### src/rtl/cpu_axi_bridge_if.sv
// CPU SRAM-like instruction/data ports plus one AXI3 master port, bundled for cpu_axi_bridge.
// The master modport is the bridge's view; slave is the CPU core plus interconnect side.
interface cpu_axi_bridge_if;
    logic        inst_req;
    logic        inst_wr;
    logic [1:0]  inst_size;
    logic [3:0]  inst_wstrb;
    logic [31:0] inst_addr;
    logic [31:0] inst_wdata;
    logic        inst_addr_ok;
    logic        inst_data_ok;
    logic [31:0] inst_rdata;

    logic        data_req;
    logic        data_wr;
    logic [1:0]  data_size;
    logic [3:0]  data_wstrb;
    logic [31:0] data_addr;
    logic [31:0] data_wdata;
    logic        data_addr_ok;
    logic        data_data_ok;
    logic [31:0] data_rdata;

    logic [3:0]  arid;
    logic [31:0] araddr;
    logic [3:0]  arlen;
    logic [2:0]  arsize;
    logic [1:0]  arburst;
    logic [1:0]  arlock;
    logic [3:0]  arcache;
    logic [2:0]  arprot;
    logic        arvalid;
    logic        arready;

    logic [3:0]  rid;
    logic [31:0] rdata;
    logic [1:0]  rresp;
    logic        rlast;
    logic        rvalid;
    logic        rready;

    logic [3:0]  awid;
    logic [31:0] awaddr;
    logic [3:0]  awlen;
    logic [2:0]  awsize;
    logic [1:0]  awburst;
    logic [1:0]  awlock;
    logic [3:0]  awcache;
    logic [2:0]  awprot;
    logic        awvalid;
    logic        awready;

    logic [3:0]  wid;
    logic [31:0] wdata;
    logic [3:0]  wstrb;
    logic        wlast;
    logic        wvalid;
    logic        wready;

    logic [3:0]  bid;
    logic [1:0]  bresp;
    logic        bvalid;
    logic        bready;

    modport master (
        input  inst_req, inst_wr, inst_size, inst_wstrb, inst_addr, inst_wdata,
        output inst_addr_ok, inst_data_ok, inst_rdata,
        input  data_req, data_wr, data_size, data_wstrb, data_addr, data_wdata,
        output data_addr_ok, data_data_ok, data_rdata,
        output arid, araddr, arlen, arsize, arburst, arlock, arcache, arprot, arvalid,
        input  arready,
        input  rid, rdata, rresp, rlast, rvalid,
        output rready,
        output awid, awaddr, awlen, awsize, awburst, awlock, awcache, awprot, awvalid,
        input  awready,
        output wid, wdata, wstrb, wlast, wvalid,
        input  wready,
        input  bid, bresp, bvalid,
        output bready
    );

    modport slave (
        output inst_req, inst_wr, inst_size, inst_wstrb, inst_addr, inst_wdata,
        input  inst_addr_ok, inst_data_ok, inst_rdata,
        output data_req, data_wr, data_size, data_wstrb, data_addr, data_wdata,
        input  data_addr_ok, data_data_ok, data_rdata,
        input  arid, araddr, arlen, arsize, arburst, arlock, arcache, arprot, arvalid,
        output arready,
        output rid, rdata, rresp, rlast, rvalid,
        input  rready,
        input  awid, awaddr, awlen, awsize, awburst, awlock, awcache, awprot, awvalid,
        output awready,
        input  wid, wdata, wstrb, wlast, wvalid,
        output wready,
        output bid, bresp, bvalid,
        input  bready
    );
endinterface

### src/rtl/cpu_axi_bridge.sv
// Converts CPU SRAM-like inst/data requests into single-beat AXI3 transactions.
// At most one read, one write, and one transaction per data port in flight, so order is kept.
module cpu_axi_bridge (
    input  logic             clk,
    input  logic             reset,
    cpu_axi_bridge_if.master bus
);

    typedef enum logic [1:0] {RIdle, RAr, RR} r_state_e;
    typedef enum logic [1:0] {WIdle, WAw, WB} w_state_e;

    r_state_e    r_state_q, r_state_d;
    w_state_e    w_state_q, w_state_d;
    logic        aw_done_q, aw_done_d;
    logic        w_done_q, w_done_d;
    logic        data_busy_q, data_busy_d;

    logic [31:0] r_addr_q;
    logic [1:0]  r_size_q;
    logic        r_id_q;
    logic [31:0] w_addr_q;
    logic [1:0]  w_size_q;
    logic [3:0]  w_strb_q;
    logic [31:0] w_data_q;

    logic        data_rd_acc, data_wr_acc, inst_rd_acc;
    logic        aw_hs, w_hs;
    logic        rd_done, inst_done, data_rd_done, wr_done;

    always_comb begin
        data_rd_acc = ~reset & bus.data_req & ~bus.data_wr & (r_state_q == RIdle)
                      & ~data_busy_q & (w_state_q == WIdle);
        data_wr_acc = ~reset & bus.data_req & bus.data_wr & (w_state_q == WIdle) & ~data_busy_q;
        inst_rd_acc = ~reset & bus.inst_req & (r_state_q == RIdle) & ~data_rd_acc;
    end

    assign aw_hs        = bus.awvalid & bus.awready;
    assign w_hs         = bus.wvalid & bus.wready;
    assign rd_done      = ~reset & bus.rvalid & bus.rready;
    assign inst_done    = rd_done & (bus.rid == 4'd0);
    assign data_rd_done = rd_done & (bus.rid == 4'd1);
    assign wr_done      = ~reset & bus.bvalid & bus.bready;

    always_comb begin
        r_state_d = r_state_q;
        unique case (r_state_q)
            RIdle:   if (data_rd_acc | inst_rd_acc) r_state_d = RAr;
            RAr:     if (bus.arready) r_state_d = RR;
            RR:      if (bus.rvalid) r_state_d = RIdle;
            default: r_state_d = RIdle;
        endcase
    end

    // aw and w channels handshake independently; leave WAw once both have completed.
    always_comb begin
        w_state_d = w_state_q;
        aw_done_d = aw_done_q;
        w_done_d  = w_done_q;
        unique case (w_state_q)
            WIdle: begin
                if (data_wr_acc) begin
                    w_state_d = WAw;
                    aw_done_d = 1'b0;
                    w_done_d  = 1'b0;
                end
            end
            WAw: begin
                aw_done_d = aw_done_q | aw_hs;
                w_done_d  = w_done_q | w_hs;
                if (aw_done_d & w_done_d) w_state_d = WB;
            end
            WB:      if (bus.bvalid) w_state_d = WIdle;
            default: w_state_d = WIdle;
        endcase
    end

    always_comb begin
        data_busy_d = data_busy_q;
        if (data_rd_acc | data_wr_acc) data_busy_d = 1'b1;
        else if (bus.data_data_ok)     data_busy_d = 1'b0;
    end

    always_ff @(posedge clk) begin
        if (reset) begin
            r_state_q   <= RIdle;
            w_state_q   <= WIdle;
            aw_done_q   <= 1'b0;
            w_done_q    <= 1'b0;
            data_busy_q <= 1'b0;
        end else begin
            r_state_q   <= r_state_d;
            w_state_q   <= w_state_d;
            aw_done_q   <= aw_done_d;
            w_done_q    <= w_done_d;
            data_busy_q <= data_busy_d;
        end
    end

    // Payload registers: AXI fields are driven only from these.
    always_ff @(posedge clk) begin
        if (reset) begin
            r_addr_q <= '0;
            r_size_q <= '0;
            r_id_q   <= 1'b0;
            w_addr_q <= '0;
            w_size_q <= '0;
            w_strb_q <= '0;
            w_data_q <= '0;
        end else begin
            if (data_rd_acc) begin
                r_addr_q <= bus.data_addr;
                r_size_q <= bus.data_size;
                r_id_q   <= 1'b1;
            end else if (inst_rd_acc) begin
                r_addr_q <= bus.inst_addr;
                r_size_q <= bus.inst_size;
                r_id_q   <= 1'b0;
            end
            if (data_wr_acc) begin
                w_addr_q <= bus.data_addr;
                w_size_q <= bus.data_size;
                w_strb_q <= bus.data_wstrb;
                w_data_q <= bus.data_wdata;
            end
        end
    end

    assign bus.inst_addr_ok = inst_rd_acc;
    assign bus.data_addr_ok = data_rd_acc | data_wr_acc;
    assign bus.inst_data_ok = inst_done;
    assign bus.data_data_ok = data_rd_done | wr_done;
    assign bus.inst_rdata   = bus.rdata;
    assign bus.data_rdata   = bus.rdata;

    assign bus.arid    = {3'b000, r_id_q};
    assign bus.araddr  = r_addr_q;
    assign bus.arlen   = 4'd0;
    assign bus.arsize  = {1'b0, r_size_q};
    assign bus.arburst = 2'b01;
    assign bus.arlock  = 2'b00;
    assign bus.arcache = 4'd0;
    assign bus.arprot  = 3'd0;
    assign bus.arvalid = (r_state_q == RAr);
    assign bus.rready  = (r_state_q == RR);

    assign bus.awid    = 4'd1;
    assign bus.awaddr  = w_addr_q;
    assign bus.awlen   = 4'd0;
    assign bus.awsize  = {1'b0, w_size_q};
    assign bus.awburst = 2'b01;
    assign bus.awlock  = 2'b00;
    assign bus.awcache = 4'd0;
    assign bus.awprot  = 3'd0;
    assign bus.awvalid = (w_state_q == WAw) & ~aw_done_q;

    assign bus.wid    = 4'd1;
    assign bus.wdata  = w_data_q;
    assign bus.wstrb  = w_strb_q;
    assign bus.wlast  = 1'b1;
    assign bus.wvalid = (w_state_q == WAw) & ~w_done_q;
    assign bus.bready = (w_state_q == WB);

    logic unused_inputs;
    assign unused_inputs = ^{bus.inst_wr, bus.inst_wstrb, bus.inst_wdata, bus.rresp, bus.rlast,
                             bus.bid, bus.bresp};

endmodule

### src/flat_wrapper.sv
// flat-port wrapper written by rule: the top's interface ports become plain ports
module cpu_axi_bridge_flat 
  (clk, reset, bus_inst_req, bus_inst_wr, bus_inst_size, bus_inst_wstrb, bus_inst_addr, bus_inst_wdata, bus_inst_addr_ok, bus_inst_data_ok, bus_inst_rdata, bus_data_req, bus_data_wr, bus_data_size, bus_data_wstrb, bus_data_addr, bus_data_wdata, bus_data_addr_ok, bus_data_data_ok, bus_data_rdata, bus_arid, bus_araddr, bus_arlen, bus_arsize, bus_arburst, bus_arlock, bus_arcache, bus_arprot, bus_arvalid, bus_arready, bus_rid, bus_rdata, bus_rresp, bus_rlast, bus_rvalid, bus_rready, bus_awid, bus_awaddr, bus_awlen, bus_awsize, bus_awburst, bus_awlock, bus_awcache, bus_awprot, bus_awvalid, bus_awready, bus_wid, bus_wdata, bus_wstrb, bus_wlast, bus_wvalid, bus_wready, bus_bid, bus_bresp, bus_bvalid, bus_bready);
  cpu_axi_bridge_if bus_i ();
  input  logic clk;
  input  logic reset;
  input wire logic [$bits(bus_i.inst_req)-1:0] bus_inst_req;
  input wire logic [$bits(bus_i.inst_wr)-1:0] bus_inst_wr;
  input wire logic [$bits(bus_i.inst_size)-1:0] bus_inst_size;
  input wire logic [$bits(bus_i.inst_wstrb)-1:0] bus_inst_wstrb;
  input wire logic [$bits(bus_i.inst_addr)-1:0] bus_inst_addr;
  input wire logic [$bits(bus_i.inst_wdata)-1:0] bus_inst_wdata;
  output wire logic [$bits(bus_i.inst_addr_ok)-1:0] bus_inst_addr_ok;
  output wire logic [$bits(bus_i.inst_data_ok)-1:0] bus_inst_data_ok;
  output wire logic [$bits(bus_i.inst_rdata)-1:0] bus_inst_rdata;
  input wire logic [$bits(bus_i.data_req)-1:0] bus_data_req;
  input wire logic [$bits(bus_i.data_wr)-1:0] bus_data_wr;
  input wire logic [$bits(bus_i.data_size)-1:0] bus_data_size;
  input wire logic [$bits(bus_i.data_wstrb)-1:0] bus_data_wstrb;
  input wire logic [$bits(bus_i.data_addr)-1:0] bus_data_addr;
  input wire logic [$bits(bus_i.data_wdata)-1:0] bus_data_wdata;
  output wire logic [$bits(bus_i.data_addr_ok)-1:0] bus_data_addr_ok;
  output wire logic [$bits(bus_i.data_data_ok)-1:0] bus_data_data_ok;
  output wire logic [$bits(bus_i.data_rdata)-1:0] bus_data_rdata;
  output wire logic [$bits(bus_i.arid)-1:0] bus_arid;
  output wire logic [$bits(bus_i.araddr)-1:0] bus_araddr;
  output wire logic [$bits(bus_i.arlen)-1:0] bus_arlen;
  output wire logic [$bits(bus_i.arsize)-1:0] bus_arsize;
  output wire logic [$bits(bus_i.arburst)-1:0] bus_arburst;
  output wire logic [$bits(bus_i.arlock)-1:0] bus_arlock;
  output wire logic [$bits(bus_i.arcache)-1:0] bus_arcache;
  output wire logic [$bits(bus_i.arprot)-1:0] bus_arprot;
  output wire logic [$bits(bus_i.arvalid)-1:0] bus_arvalid;
  input wire logic [$bits(bus_i.arready)-1:0] bus_arready;
  input wire logic [$bits(bus_i.rid)-1:0] bus_rid;
  input wire logic [$bits(bus_i.rdata)-1:0] bus_rdata;
  input wire logic [$bits(bus_i.rresp)-1:0] bus_rresp;
  input wire logic [$bits(bus_i.rlast)-1:0] bus_rlast;
  input wire logic [$bits(bus_i.rvalid)-1:0] bus_rvalid;
  output wire logic [$bits(bus_i.rready)-1:0] bus_rready;
  output wire logic [$bits(bus_i.awid)-1:0] bus_awid;
  output wire logic [$bits(bus_i.awaddr)-1:0] bus_awaddr;
  output wire logic [$bits(bus_i.awlen)-1:0] bus_awlen;
  output wire logic [$bits(bus_i.awsize)-1:0] bus_awsize;
  output wire logic [$bits(bus_i.awburst)-1:0] bus_awburst;
  output wire logic [$bits(bus_i.awlock)-1:0] bus_awlock;
  output wire logic [$bits(bus_i.awcache)-1:0] bus_awcache;
  output wire logic [$bits(bus_i.awprot)-1:0] bus_awprot;
  output wire logic [$bits(bus_i.awvalid)-1:0] bus_awvalid;
  input wire logic [$bits(bus_i.awready)-1:0] bus_awready;
  output wire logic [$bits(bus_i.wid)-1:0] bus_wid;
  output wire logic [$bits(bus_i.wdata)-1:0] bus_wdata;
  output wire logic [$bits(bus_i.wstrb)-1:0] bus_wstrb;
  output wire logic [$bits(bus_i.wlast)-1:0] bus_wlast;
  output wire logic [$bits(bus_i.wvalid)-1:0] bus_wvalid;
  input wire logic [$bits(bus_i.wready)-1:0] bus_wready;
  input wire logic [$bits(bus_i.bid)-1:0] bus_bid;
  input wire logic [$bits(bus_i.bresp)-1:0] bus_bresp;
  input wire logic [$bits(bus_i.bvalid)-1:0] bus_bvalid;
  output wire logic [$bits(bus_i.bready)-1:0] bus_bready;
  assign bus_i.inst_req = bus_inst_req;
  assign bus_i.inst_wr = bus_inst_wr;
  assign bus_i.inst_size = bus_inst_size;
  assign bus_i.inst_wstrb = bus_inst_wstrb;
  assign bus_i.inst_addr = bus_inst_addr;
  assign bus_i.inst_wdata = bus_inst_wdata;
  assign bus_inst_addr_ok = bus_i.inst_addr_ok;
  assign bus_inst_data_ok = bus_i.inst_data_ok;
  assign bus_inst_rdata = bus_i.inst_rdata;
  assign bus_i.data_req = bus_data_req;
  assign bus_i.data_wr = bus_data_wr;
  assign bus_i.data_size = bus_data_size;
  assign bus_i.data_wstrb = bus_data_wstrb;
  assign bus_i.data_addr = bus_data_addr;
  assign bus_i.data_wdata = bus_data_wdata;
  assign bus_data_addr_ok = bus_i.data_addr_ok;
  assign bus_data_data_ok = bus_i.data_data_ok;
  assign bus_data_rdata = bus_i.data_rdata;
  assign bus_arid = bus_i.arid;
  assign bus_araddr = bus_i.araddr;
  assign bus_arlen = bus_i.arlen;
  assign bus_arsize = bus_i.arsize;
  assign bus_arburst = bus_i.arburst;
  assign bus_arlock = bus_i.arlock;
  assign bus_arcache = bus_i.arcache;
  assign bus_arprot = bus_i.arprot;
  assign bus_arvalid = bus_i.arvalid;
  assign bus_i.arready = bus_arready;
  assign bus_i.rid = bus_rid;
  assign bus_i.rdata = bus_rdata;
  assign bus_i.rresp = bus_rresp;
  assign bus_i.rlast = bus_rlast;
  assign bus_i.rvalid = bus_rvalid;
  assign bus_rready = bus_i.rready;
  assign bus_awid = bus_i.awid;
  assign bus_awaddr = bus_i.awaddr;
  assign bus_awlen = bus_i.awlen;
  assign bus_awsize = bus_i.awsize;
  assign bus_awburst = bus_i.awburst;
  assign bus_awlock = bus_i.awlock;
  assign bus_awcache = bus_i.awcache;
  assign bus_awprot = bus_i.awprot;
  assign bus_awvalid = bus_i.awvalid;
  assign bus_i.awready = bus_awready;
  assign bus_wid = bus_i.wid;
  assign bus_wdata = bus_i.wdata;
  assign bus_wstrb = bus_i.wstrb;
  assign bus_wlast = bus_i.wlast;
  assign bus_wvalid = bus_i.wvalid;
  assign bus_i.wready = bus_wready;
  assign bus_i.bid = bus_bid;
  assign bus_i.bresp = bus_bresp;
  assign bus_i.bvalid = bus_bvalid;
  assign bus_bready = bus_i.bready;
  cpu_axi_bridge u_core (.clk(clk), .reset(reset), .bus(bus_i));
endmodule
### config.mk
export PLATFORM = sky130hd
export DESIGN_NAME = cpu_axi_bridge_flat
export DESIGN_NICKNAME = d
export VERILOG_FILES = /design/src/rtl/cpu_axi_bridge_if.sv /design/src/rtl/cpu_axi_bridge.sv /design/src/flat_wrapper.sv
export SDC_FILE = /design/constraint.sdc
export NUM_CORES = 1
export LEC_CHECK = 0
export BUFFER_PORTS_ARGS = -buffer_cell sky130_fd_sc_hd__buf_2
export CAP_MARGIN = 20
export CORE_AREA = 2 2 161 163
export CTS_CLUSTER_DIAMETER = 120
export CTS_CLUSTER_SIZE = 24
export DETAILED_ROUTE_END_ITERATION = 10
export DIE_AREA = 0 0 163 165
export GPL_TIMING_DRIVEN = 1
export HOLD_SLACK_MARGIN = 0.1
export SYNTH_ARGS = -nofsm -noshare
export SYNTH_HDL_FRONTEND = slang
export SYNTH_SLANG_ARGS = --single-unit
### constraint.sdc
create_clock -name clk -period 3.9 [get_ports clk]
set_input_delay 1.17 -clock clk [delete_from_list [all_inputs] [get_ports clk]]
set_output_delay 1.17 -clock clk [all_outputs]
set_load 0.01 [all_outputs]
# Yosys cells after proc, flatten, opt, wreduce, memory -nomap -nowiden
# Cells that the tools add are included.
[op_classes] shifts=0 n_lt_le_gt_ge=0 muxes=19 n_bitwise=33 multipliers=0 div_mod_pow=0 eq_ne=11 n_reduce_logical=9 n_addsub=0
[op_table] operator="two-way mux 32 bit" count=2
[op_table] operator="AND 1 bit" count=22
[op_table] operator="two-way mux 2 bit" count=8
[op_table] operator="one-hot mux 2 bit (3 select lines)" count=2
[op_table] operator="inequality test 2 x 1 -> 1 bit (second input constant)" count=3
[op_table] operator="inequality test 2 bit (second input constant)" count=3
[op_table] operator="inverter 1 bit" count=6
[op_table] operator="AND reduction 3 bit" count=2
[op_table] operator="nonzero test 2 bit" count=3
[op_table] operator="two-way mux 1 bit" count=5
[op_table] operator="bitwise OR 1 bit" count=5
[op_table] operator="== test 2 x 1 -> 1 bit (second input constant)" count=2
[op_table] operator="== test 2 bit (second input constant)" count=2
[op_table] operator="== test 4 x 1 -> 1 bit (second input constant)" count=1
[op_table] operator="logical NOT 2 bit" count=2
[op_table] operator="logical NOT 4 bit" count=1
[op_table] operator="one-hot mux 1 bit (2 select lines)" count=2
[op_table] operator="AND reduction 2 bit" count=1
[totals] mem_count=0 latch_bits=0 input_bits=196 mem_bits_ro=0 reg_bits=112 word_cells=84 ramBits=0

# Logic depth before layout (Yosys ltp)
[depth] depth_word=11 depth_mapped=7

# Least setup slack after synthesis
# OpenSTA, ideal clock, no wires.
[synth_path] path_type="input-to-output" start="in reset" end="out bus_inst_addr_ok" t_required_ns=2.730 t_arrival_ns=2.568 slack_ns=0.162 stages=7 cell_sequence="buf_6 > or4b_4 > buf_6 > or2_1 > buf_6 > buf_6 > and2_1"
[synth_between] elab_chain_cells=8 word_cells_on_any_way=10 classes_between="bitwise (10)"
[synth_rtl] element="from (decl)" line="flat_wrapper.sv:6" rtl="input logic reset;"
[synth_rtl] element="inverter 1 bit (*)" line="cpu_axi_bridge.sv:31, cpu_axi_bridge.sv:34"
[synth_rtl] element="AND 1 bit (3 in a row)" line="cpu_axi_bridge.sv:31" rtl="data_rd_acc = ~reset & bus.data_req & ~bus.data_wr & (r_state_q == RIdle)"
[synth_rtl] element="AND 1 bit (2 in a row)" line="cpu_axi_bridge.sv:32" rtl="& ~data_busy_q & (w_state_q == WIdle);"
[synth_rtl] element="inverter 1 bit" line="cpu_axi_bridge.sv:34" rtl="inst_rd_acc = ~reset & bus.inst_req & (r_state_q == RIdle) & ~data_rd_acc;"
[synth_rtl] element="AND 1 bit (*)" line="cpu_axi_bridge.sv:34"
[synth_rtl] element="to (decl)" line="flat_wrapper.sv:13" rtl="output wire logic [$bits(bus_i.inst_addr_ok)-1:0] bus_inst_addr_ok;"
# Every way passes the cells marked *; elsewhere a longest branch is shown, timed or not.

# Worst setup path after layout
[layout_path] start="in reset" end="out bus_data_data_ok"
[layout_between] elab_chain_cells=5 word_cells_on_any_way=7 classes_between="bitwise (7)"
[layout_rtl] element="inverter 1 bit (*)" line="cpu_axi_bridge.sv:39, cpu_axi_bridge.sv:42"
[layout_rtl] element="AND 1 bit (2 in a row)" line="cpu_axi_bridge.sv:39" rtl="assign rd_done = ~reset & bus.rvalid & bus.rready;"
[layout_rtl] element="AND 1 bit" line="cpu_axi_bridge.sv:41" rtl="assign data_rd_done = rd_done & (bus.rid == 4'd1);"
[layout_rtl] element="bitwise OR 1 bit (*)" line="cpu_axi_bridge.sv:131" rtl="assign bus.data_data_ok = data_rd_done | wr_done;"
[layout_rtl] element="to (decl)" line="flat_wrapper.sv:23" rtl="output wire logic [$bits(bus_i.data_data_ok)-1:0] bus_data_data_ok;"
# Marks and branches as above.

==> flow_summary.toml <==
[place]
gp_congestion = 0.7136
place_hpwl_mm = 10.79
port_buffers = 231

[pwr]
power_density_nw_per_um2 = 388.9
p_int_w = 0.001883
seqPwrFrac = 0.477
ir_drop_mv = 0.1468
cellLeakagePower_nw = 3.180
switching_share = 0.2868
p_clk_frac = 0.346
switching_power_w = 0.0007570
combPwrFrac = 0.177

[logic_synthesis]
synth_top_area_frac = 0.3958
netlist_instances = 582
synth_top_area_cell = "dfxtp_1"
ys_seq_area_frac = 0.3958
synth_cell_types = 35
ys_top_cells_by_area = "dfxtp_1 (40%), buf_4 (14%), mux2_2 (14%), nor2b_1 (8.2%), a311oi_2 (7.2%)"
synth_commonest_cells = "dfxtp_1 (112), buf_4 (109), nor2b_1 (74)"
synth_flop_cell = "dfxtp_1"
ys_warn_count = 0
async_reset_ff_frac = 0
ys_ff_latch = 112
synth_edf_count = 0
syn_area_um2 = 5665
syn_avg_cell_area_um2 = 9.734
yosysMostFrequentCell = "dfxtp_1"

[worst_setup_path]
cp-end-kind = "primary output"
required_ns = 2.73
cp-start-kind = "input pin"
cp.arrival_ns = 2.61
worstSetupPathType = "in -> out"
cp_max_fo = 4

[route]
wl_per_cell_um = 14.82
viasPerCell = 4.122
drc = 0
routed_wl_mm = 15.75
drt_iter0_drc = 145
postRouteAntennaNets = 0
dr.pass1.iters = 4
vias = 4382

[finish]
antenna_cells = 0
final_nets = 925
synthToLayoutAreaGrowth_pct = 19.81
drive_gt1_frac = 0.4925
post-route-util = 0.2711
fill_cells = 2697

[timing]
tightest_slew_ns = 0.9959
fin_skew_ns = 0.01264
fin_crit_sh = 0.9696
period_minus_slack_ns = 3.781
setup-violations-final = 0
rsz0062_at_grt = "false"
setup_tns_ns = 0
relSlewSlack = 0.3360
fmax_mhz = 264.5
hold_viol = 0
slew_viol_final = 0

[clocking]
cts_buffers = 9
clkSlewWorstSetupHoldPaths_ns = 0.08
clock_latency_ns = 0.35
cts_tree = "done"
post_cts_buffers = 0
cts_max_level = 3
cts-root-buf = "clkbuf_16"
cts_max_path_buffers = 2
clock-sinks = 112
cts_hold_buf = 0

[floorplan]
start_util = 0.2263
rows = 58
coreArea_um2 = 25040
io-pin-count = 418
chipWidth_um = 163
die_area_um2 = 26900
dieHeight_um = 165

[grt]
grt_pass1_vias = 4143
grt_use_total = 0.1100
grt_max_degree = 67
grt_pass1_wl_mm = 22.69
gr-total-overflow = 0
antenna_found_initial = 0

[flow_run]
cap_violations = 0

[status]
status = "finished clean"

[min_path]
hold_path_class = "reg -> reg"
==> worst max-delay path, cell delays in order <==
cell	delay (ns)
buf_4	0.13
or4b_2	0.67
nor4b_2	0.33
o21bai_1	0.15
buf_2	0.15
==> power groups by stage <==
| stage | combinational, W | sequential (W) | clock [W] |
|---|---|---|---|
| after floorplan | 0.000332 | 0.00132 | 0 |
| after global placement | 0.000470 | 0.00128 | 0 |
| after detailed placement | 0.000474 | 0.00128 | 0 |
| after CTS | 0.000476 | 0.00126 | 0.000975 |
| after global routing | 0.000510 | 0.00127 | 0.00100 |
| final | 0.000467 | 0.00126 | 0.000914 |
==> cell usage in the layout (no fill, tap or decap), types with 7 or more instances in the layout <==
cell type | Yosys | final
nor2b_1 | 74 | 74
dfxtp_1 | 112 | 112
clkbuf_16 | 0 | 9
a311oi_1 | 7 | 7
nand2_1 | 69 | 69
a311oi_2 | 27 | 27
mux2_2 | 70 | 70
buf_4 | 109 | 11
buf_2 | 1 | 230
conb_1 | 2 | 44
nor3_1 | 36 | 36
==> stage by stage <==
step | setup WS, ns | total power (W) | hold WS, ns | area [um2] | cells
after floorplan | 0.1621 | 0.001650 | 0.4606 | 5823 | 624
after global placement | 0.1074 | 0.001754 | 0.4737 | 6500 | 1048
after detailed placement | 0.05325 | 0.001758 | 0.4816 | 6500 | 1048
after CTS | 0.04011 | 0.002711 | 0.4966 | 6782 | 1063
after global routing | 0.07829 | 0.002782 | 0.5124 | 6788 | 1063
final | 0.1187 | 0.002640 | 0.4920 | 6788 | 1063
==> worst paths after layout <==
path                             start  cells past startpoint  slack, ns              endpoint
setup / recovery                 reset                      5       0.12      bus_data_data_ok
setup reg to reg   u_core.r_state_q[0]                      4       1.82  u_core.bus.araddr[4]
hold reg to reg   u_core.bus.araddr[0]                      2       0.49  u_core.bus.araddr[0]
hold / removal    u_core.bus.araddr[0]                      2       0.49  u_core.bus.araddr[0]
==> sequential cells by signal (all words and copies together) (netlist names) <==
name and cells:
u_core.r_size_q 2, u_core.r_state_q 2, u_core.w_state_q 2, u_core.bus.araddr 32, u_core.aw_done_q 1, u_core.w_size_q 2
u_core.bus.wstrb 4, u_core.bus.awaddr 32, u_core.w_done_q 1, u_core.bus.wdata 32, u_core.r_id_q 1, u_core.data_busy_q 1
==> metal layers <==
layer  wire length, um  vias to the layer above  track usage  part of all wire
li1                  -                     2106            -                 -
met1              6604                     2060       0.1280              0.42
met2              7542                      192       0.1889              0.48
met3              1348                       24      0.03842             0.086
met4               259                        0      0.03580             0.016
met5                 0                        -            0                 0
==> cell type report <==
type                    count  area (um2)  area share
well taps                 330       412.9     0.06083
clock buffers              10       239.0     0.03521
repair buffers            242        1254      0.1847
inverters                   2       7.507    0.001106
flip-flops and latches    112        2242      0.3303
clock inverters             5       42.54    0.006267
multi-input cells         362        2590      0.3816
==> kinds of logic (layout without fill, tap and decap cells) <==
logic type | Yosys count | after routing | synth area share
AOI/OAI and AO/OA | 45 | 45 | 0.09541
buffers and inverters | 150 | 259 | 0.1798
DFF | 112 | 112 | 0.3958
muxes | 70 | 70 | 0.1391
other | 2 | 44 | 0.001326
and+or+nand+nor | 203 | 203 | 0.1886
==> repair_timing <==
action                                  in CTS  in global routing
endpoints found under the setup margin       0                  1
gates resized for setup                      0                  1
hold endpoints to repair                     0                  0
(Power assumes the default switching activity.)
